==> config.mk <==
export PLATFORM = sky130hd
export DESIGN_NAME = ttt_game_ctrl
export DESIGN_NICKNAME = d
export VERILOG_FILES = /design/src/rtl/ttt_game_ctrl.sv
export SDC_FILE = /design/constraint.sdc
export NUM_CORES = 1
export LEC_CHECK = 0
export ABC_AREA = 1
export BUFFER_PORTS_ARGS = -buffer_cell sky130_fd_sc_hd__buf_2
export CAP_MARGIN = 10
export CORE_MARGIN = 2
export CORE_UTILIZATION = 56
export DETAILED_ROUTE_END_ITERATION = 10
export PLACE_DENSITY_LB_ADDON = 0.2
export SLEW_MARGIN = 20
export SYNTH_ARGS = -nofsm -noshare
export SYNTH_HDL_FRONTEND = slang
export SYNTH_SLANG_ARGS = --single-unit
==> constraint.sdc <==
create_clock -name clk -period 4.3 [get_ports clk]
set_input_delay 1.29 -clock clk [delete_from_list [all_inputs] [get_ports clk]]
set_output_delay 1.29 -clock clk [all_outputs]
set_load 0.02 [all_outputs]
==> src/rtl/ttt_game_ctrl.sv <==
// ttt_game_ctrl
// Turn sequencer for the tic-tac-toe datapath. Holds the 3x3 board, alternates
// moves between player 1 and player 2, hands the board to an external
// registered win detector and ends the game on its winner code. Also keeps
// saturating per-outcome scores and forfeits a turn after TURN_TIMEOUT cycles.
//
// Ports:
//   clk          system clock, rising edge
//   reset        asynchronous active-low reset
//   new_game     pulse: clear board and start the next game (highest priority)
//   p1_valid/pos player 1 move request, target cell 1..9
//   p2_valid/pos player 2 move request, target cell 1..9
//   winner       win detector result: 00 continue, 01 P1, 10 P2, 11 tie
//   pos1..pos9   board cells: 00 empty, 01 P1, 10 P2
//   turn         01 P1 to move, 10 P2 to move, 00 no move accepted
//   move_ack     pulse, move accepted
//   move_err     pulse, active player's move rejected
//   timeout_evt  pulse, active player forfeited the turn
//   game_over    high while the game is finished
//   result       winner code of the last game, held until new_game
//   p1_score, p2_score, tie_score   saturating game counters
module ttt_game_ctrl #(
  parameter int unsigned TURN_TIMEOUT = 500000000,
  parameter int unsigned SCORE_W      = 8
) (
  input  logic               clk,
  input  logic               reset,
  input  logic               new_game,
  input  logic               p1_valid,
  input  logic [3:0]         p1_pos,
  input  logic               p2_valid,
  input  logic [3:0]         p2_pos,
  input  logic [1:0]         winner,
  output logic [1:0]         pos1,
  output logic [1:0]         pos2,
  output logic [1:0]         pos3,
  output logic [1:0]         pos4,
  output logic [1:0]         pos5,
  output logic [1:0]         pos6,
  output logic [1:0]         pos7,
  output logic [1:0]         pos8,
  output logic [1:0]         pos9,
  output logic [1:0]         turn,
  output logic               move_ack,
  output logic               move_err,
  output logic               timeout_evt,
  output logic               game_over,
  output logic [1:0]         result,
  output logic [SCORE_W-1:0] p1_score,
  output logic [SCORE_W-1:0] p2_score,
  output logic [SCORE_W-1:0] tie_score
);

  typedef enum logic [2:0] {
    IDLE     = 3'd0,
    P1_TURN  = 3'd1,
    P2_TURN  = 3'd2,
    CHK_WAIT = 3'd3,
    CHK_EVAL = 3'd4,
    OVER     = 3'd5
  } state_t;

  // Counter only needs to reach TURN_TIMEOUT-1.
  localparam int unsigned CNT_W = (TURN_TIMEOUT > 1) ? $clog2(TURN_TIMEOUT) : 1;
  localparam logic [CNT_W-1:0] CNT_LAST =
      (TURN_TIMEOUT > 0) ? CNT_W'(TURN_TIMEOUT - 1) : '0;
  localparam bit TO_EN = (TURN_TIMEOUT != 0);

  state_t               state_reg, state_next;
  logic [CNT_W-1:0]     cnt_reg, cnt_next;
  logic                 start_p2_reg, start_p2_next;
  logic                 mover_p2_reg, mover_p2_next;
  logic                 ack_reg, ack_next;
  logic                 err_reg, err_next;
  logic                 to_reg, to_next;
  logic [1:0]           turn_reg, turn_next;
  logic                 over_reg;
  logic [1:0]           result_reg, result_next;
  logic [SCORE_W-1:0]   p1_score_reg, p1_score_next;
  logic [SCORE_W-1:0]   p2_score_reg, p2_score_next;
  logic [SCORE_W-1:0]   tie_score_reg, tie_score_next;

  logic [1:0]           board [9];
  logic [8:0]           cell_we;
  logic                 board_clr;

  // Active player's request; the idle player's inputs never reach the FSM.
  logic                 act_is_p2;
  logic                 act_valid;
  logic [3:0]           act_pos;
  logic [1:0]           act_code;
  logic [8:0]           act_onehot;
  logic [1:0]           act_cell;
  logic                 act_pos_ok;
  logic                 accept;

  assign act_is_p2 = (state_reg == P2_TURN);
  assign act_valid = act_is_p2 ? p2_valid : p1_valid;
  assign act_pos   = act_is_p2 ? p2_pos   : p1_pos;
  assign act_code  = act_is_p2 ? 2'b10    : 2'b01;

  // Board cells, each with its own clear/write enable.
  genvar gi;
  generate
    for (gi = 0; gi < 9; gi++) begin : g_cell
      logic [1:0] cell_reg;

      assign act_onehot[gi] = (act_pos == 4'(gi + 1));

      always_ff @(posedge clk or negedge reset) begin
        if (!reset) begin
          cell_reg <= 2'b00;
        end else if (board_clr) begin
          cell_reg <= 2'b00;
        end else if (cell_we[gi]) begin
          cell_reg <= act_code;
        end
      end

      assign board[gi] = cell_reg;
    end
  endgenerate

  // Out-of-range positions (0, 10..15) select no cell, so act_pos_ok is low.
  always_comb begin
    act_cell = 2'b00;
    for (int i = 0; i < 9; i++) begin
      if (act_onehot[i]) begin
        act_cell = act_cell | board[i];
      end
    end
  end

  assign act_pos_ok = |act_onehot;
  assign accept     = act_valid && act_pos_ok && (act_cell == 2'b00);

  // Next-state and output logic.
  always_comb begin
    state_next     = state_reg;
    cnt_next       = cnt_reg;
    start_p2_next  = start_p2_reg;
    mover_p2_next  = mover_p2_reg;
    ack_next       = 1'b0;
    err_next       = 1'b0;
    to_next        = 1'b0;
    cell_we        = '0;
    board_clr      = 1'b0;
    result_next    = result_reg;
    p1_score_next  = p1_score_reg;
    p2_score_next  = p2_score_reg;
    tie_score_next = tie_score_reg;

    if (new_game) begin
      board_clr     = 1'b1;
      result_next   = 2'b00;
      cnt_next      = '0;
      state_next    = start_p2_reg ? P2_TURN : P1_TURN;
      start_p2_next = ~start_p2_reg;
    end else begin
      case (state_reg)
        IDLE: begin
          state_next = IDLE;
        end

        P1_TURN, P2_TURN: begin
          if (act_valid && !accept) begin
            err_next = 1'b1;
          end
          // An accepted move takes precedence over a forfeit on the same cycle.
          if (accept) begin
            cell_we       = act_onehot;
            ack_next      = 1'b1;
            mover_p2_next = act_is_p2;
            cnt_next      = '0;
            state_next    = CHK_WAIT;
          end else if (TO_EN && (cnt_reg == CNT_LAST)) begin
            to_next    = 1'b1;
            cnt_next   = '0;
            state_next = act_is_p2 ? P1_TURN : P2_TURN;
          end else if (TO_EN) begin
            cnt_next = cnt_reg + CNT_W'(1);
          end
        end

        // Gives the win detector its register stage to see the new board.
        CHK_WAIT: begin
          state_next = CHK_EVAL;
        end

        CHK_EVAL: begin
          if (winner == 2'b00) begin
            cnt_next   = '0;
            state_next = mover_p2_reg ? P1_TURN : P2_TURN;
          end else begin
            result_next = winner;
            state_next  = OVER;
            case (winner)
              2'b01: begin
                if (p1_score_reg != '1) p1_score_next = p1_score_reg + SCORE_W'(1);
              end
              2'b10: begin
                if (p2_score_reg != '1) p2_score_next = p2_score_reg + SCORE_W'(1);
              end
              default: begin
                if (tie_score_reg != '1) tie_score_next = tie_score_reg + SCORE_W'(1);
              end
            endcase
          end
        end

        OVER: begin
          state_next = OVER;
        end

        default: begin
          state_next = IDLE;
        end
      endcase
    end
  end

  // turn is registered from the next state so it lines up with state_reg.
  always_comb begin
    case (state_next)
      P1_TURN: turn_next = 2'b01;
      P2_TURN: turn_next = 2'b10;
      default: turn_next = 2'b00;
    endcase
  end

  always_ff @(posedge clk or negedge reset) begin
    if (!reset) begin
      state_reg     <= IDLE;
      cnt_reg       <= '0;
      start_p2_reg  <= 1'b0;
      mover_p2_reg  <= 1'b0;
      ack_reg       <= 1'b0;
      err_reg       <= 1'b0;
      to_reg        <= 1'b0;
      turn_reg      <= 2'b00;
      over_reg      <= 1'b0;
      result_reg    <= 2'b00;
      p1_score_reg  <= '0;
      p2_score_reg  <= '0;
      tie_score_reg <= '0;
    end else begin
      state_reg     <= state_next;
      cnt_reg       <= cnt_next;
      start_p2_reg  <= start_p2_next;
      mover_p2_reg  <= mover_p2_next;
      ack_reg       <= ack_next;
      err_reg       <= err_next;
      to_reg        <= to_next;
      turn_reg      <= turn_next;
      over_reg      <= (state_next == OVER);
      result_reg    <= result_next;
      p1_score_reg  <= p1_score_next;
      p2_score_reg  <= p2_score_next;
      tie_score_reg <= tie_score_next;
    end
  end

  assign pos1        = board[0];
  assign pos2        = board[1];
  assign pos3        = board[2];
  assign pos4        = board[3];
  assign pos5        = board[4];
  assign pos6        = board[5];
  assign pos7        = board[6];
  assign pos8        = board[7];
  assign pos9        = board[8];
  assign turn        = turn_reg;
  assign move_ack    = ack_reg;
  assign move_err    = err_reg;
  assign timeout_evt = to_reg;
  assign game_over   = over_reg;
  assign result      = result_reg;
  assign p1_score    = p1_score_reg;
  assign p2_score    = p2_score_reg;
  assign tie_score   = tie_score_reg;

endmodule

==> flow_metrics.tcl <==
set metrics [dict create \
    status "finished, final reports clean" \
    dominantRegCellSynth "dfrtp_1" \
    maxClockFrequency_mhz 299 \
    ir_drop_uv 151 \
    syn_nets 585 \
    maxCapViolCount 0 \
    grt.overflow.total 0 \
    grt_pass1_vias 3738 \
    worstPathRequired_ns 4.58 \
    ys.warnings.count 0 \
    synth_top_family_by_area "simple AND/OR/NAND/NOR gates" \
    grt_max_degree 85 \
    worstPathBufferInverterCount 2 \
    min-delay-start "tie_score[5]" \
    vias_per_cell 5.45 \
    synth_edf_count 0 \
    syn_inst 566 \
    grt_use_total_pct 24.3 \
    grt.met1_usage_pct 32.5 \
    die_y_microns 94.6 \
    core_area_sq_mm 0.00809 \
    start_util_pct 56.8 \
    rsz0062_at_grt "false" \
    whs_ns 0.500 \
    layout_setup_ws_ns 0.961 \
    synthAdderAreaFrac_pct 1.09 \
    antenna_found_initial 0 \
    dr.pass1.iters 7 \
    io_buffer_count 64 \
    r2r_slack_ns 0.96 \
    diodes 0 \
    io_pins 65 \
    via_count 4023 \
    netlist_area_sq_mm 0.00459 \
    ys_async_sr_fraction_pct 100 \
    p_per_area_mw_per_mm2 360 \
    synthXorXnorAreaFrac_pct 7.44 \
    start_kind "flop" \
    wl_per_cell_microns 14.0 \
    antenna_left 0 \
    crit_slowest_cell "nand2_1" \
    synth_cell_types 38 \
    fin_nets 647 \
    holdBufCountCts 0 \
    dpl.hpwl_mm 7.46 \
    post_cts_buffers 0 \
    max-slew-margin-rel_pct 45.3 \
    critPathMostFrequentCell "nand2_1" \
    use_met3_pct 4.07 \
    drive_above_1_share_pct 16.9 \
    gp_congestion 0.917 \
    clk_pin_slew_worst_paths_ns 0.09 \
    crit_chain "inv_1 -> nand3_2 -> nand2_1 -> nand2_2 -> nor2_1 -> nand3_1 -> nand2_1 -> nor2_2 -> nand3_2 -> nor2_4 -> inv_2 -> nand2_1 -> o22ai_1 -> a21boi_0" \
    areaGrowthSynthToFinish_pct 12.7 \
    dieArea_sq_mm 0.00894 \
    crit_path_max_fanout 25 \
    fin_util_pct 64.0 \
    cts-root-buf "clkbuf_8" \
    leakage_nw 2.53 \
    worstSetupPathType "flop to flop" \
    grt_pass1_wl_mm 17.3 \
    finalHoldViolCount 0 \
    grt.busiest_layer "met2" \
    syn_area_per_cell_sq_um 8.12 \
    seq_area_frac_synth_pct 45.8 \
    largest_register_ffs 29 \
    slew_violations 0 \
    htreeDepth 3 \
    clockBufferDepth 2 \
    clkLatencyLatePin_ns 0.36 \
    muxShareOfSynthArea_pct 0.245 \
    tns_ns 0 \
    synth-seq-cells 84 \
    r2r_start "state_reg[2]" \
    worst_path_largest_cell_delay_ns 0.53 \
    routed_wl_mm 10.4 \
    finalCritPeriodShare_pct 77.7 \
    critPathTopFamily "simple AND/OR/NAND/NOR gates" \
    fp-row-count 33 \
    cts_tree "yes" \
    min_path_type "flop to flop" \
    synth_simple_gate_area_share_pct 29.4 \
    drcViolationCount 0 \
    drt_iter0_markers 207 \
    period_needed_ns 3.34 \
    cts_sinks 84 \
    worst_pin_slew_ns 0.819 \
    gr-usage-met2_pct 40.4 \
    dp_slack_ns 0.678 \
    synth_compound_area_share_pct 8.74 \
    startpoint "state_reg[2]" \
    cp-end-kind "flop" \
    worstPathArrival_ns 3.62 \
    post_cts_resized 0 \
    setup-violations-final 0 \
    cts_made_buffers 9 \
    die_w_microns 94.6 \
    fin_skew_ns 0.0153 \
]
==> final timing paths <==
path	end	depth (start not counted)
max in group asynchronous	p2_score[1]	1
max	cnt_reg[17]	14
min reg2reg	tie_score[5]	1
max reg2reg	cnt_reg[17]	14
min in group asynchronous	pos5[1]	1
min	tie_score[5]	1
==> through the flow <==
step                      total power, W  std cells  area [sq um]
after global routing             0.00198        738          5180
after global placement           0.00129        722          4980
after floorplan                  0.00119        566          4590
after CTS                        0.00188        738          5170
after detailed placement         0.00130        722          4980
final                            0.00187        738          5180
==> logic make-up after synthesis <==
kind of cell | after synthesis
AND/OR/NAND/NOR | 288
flip-flops | 84
buffers and inverters | 82
AO/OA/AOI/OAI | 68
XOR/XNOR | 39
adder cells (fa/ha/maj) | 4
multiplexers | 1
==> layer usage <==
metal  vias up  wire, microns
met3        12            386
li1       2016              -
met1      1913           4730
met5         -              0
met2        82           5100
met4         0            131
==> worst register-to-register path, delay by kind of cell, from the launching register on <==
family,cells,cell delay [ns]
AND/OR/NAND/NOR,10,1.93
buffers and inverters,2,0.48
AO/OA/AOI/OAI,2,0.49
flip-flops,1,0.37
==> cells in the mapped netlist (all sizes together) (2+ instances only) <==
master | instances | area (sq um)
a21oi | 6 | 30.0
nor3 | 21 | 135
ha | 4 | 50.1
nand4 | 21 | 131
a21boi | 2 | 15.0
xnor2 | 12 | 105
clkbuf | 5 | 18.8
inv | 66 | 248
nor2 | 57 | 231
o22ai | 18 | 113
nor4 | 9 | 56.3
o31ai | 5 | 37.5
a31oi | 3 | 18.8
nand2 | 117 | 464
o32ai | 2 | 17.5
xor2 | 27 | 236
o21bai | 2 | 15.0
o21ai | 28 | 140
buf | 10 | 67.6
dfrtp | 84 | 2100
nand3 | 60 | 310
==> cell type report <==
class	instances	area, sq um
tap	105	131
sequential	84	2100
timing repair buffer	66	342
fill	740	2910
inverter	67	251
clock buffer	10	128
clock inverter	6	71.3
multi-input combinational	400	2150
==> cells in the final DEF (no fill, tap or decap), types with 2 or more instances in the layout <==
cell type,n
nand2_1,109
dfrtp_1,84
inv_1,63
buf_2,63
nand3_1,58
nor2_1,52
xor2_1,27
o21ai_0,23
nand4_1,21
o22ai_1,18
nor3_1,15
xnor2_1,12
nor4_1,9
clkbuf_8,9
nand2_2,7
a21oi_1,6
nor3_2,6
o21ai_1,5
o31ai_1,5
nor2_2,4
ha_1,4
inv_2,3
a31oi_1,3
nand3_2,2
o21bai_1,2
o32ai_1,2
inv_6,2
buf_4,2
==> report_power, final <==
| part | switching, W | internal [W] |
|---|---|---|
| clock network | 0.000305 | 0.000276 |
| logic | 0.000287 | 0.000113 |
| registers | 0.0000493 | 0.000835 |
(Power assumes the default switching activity.)
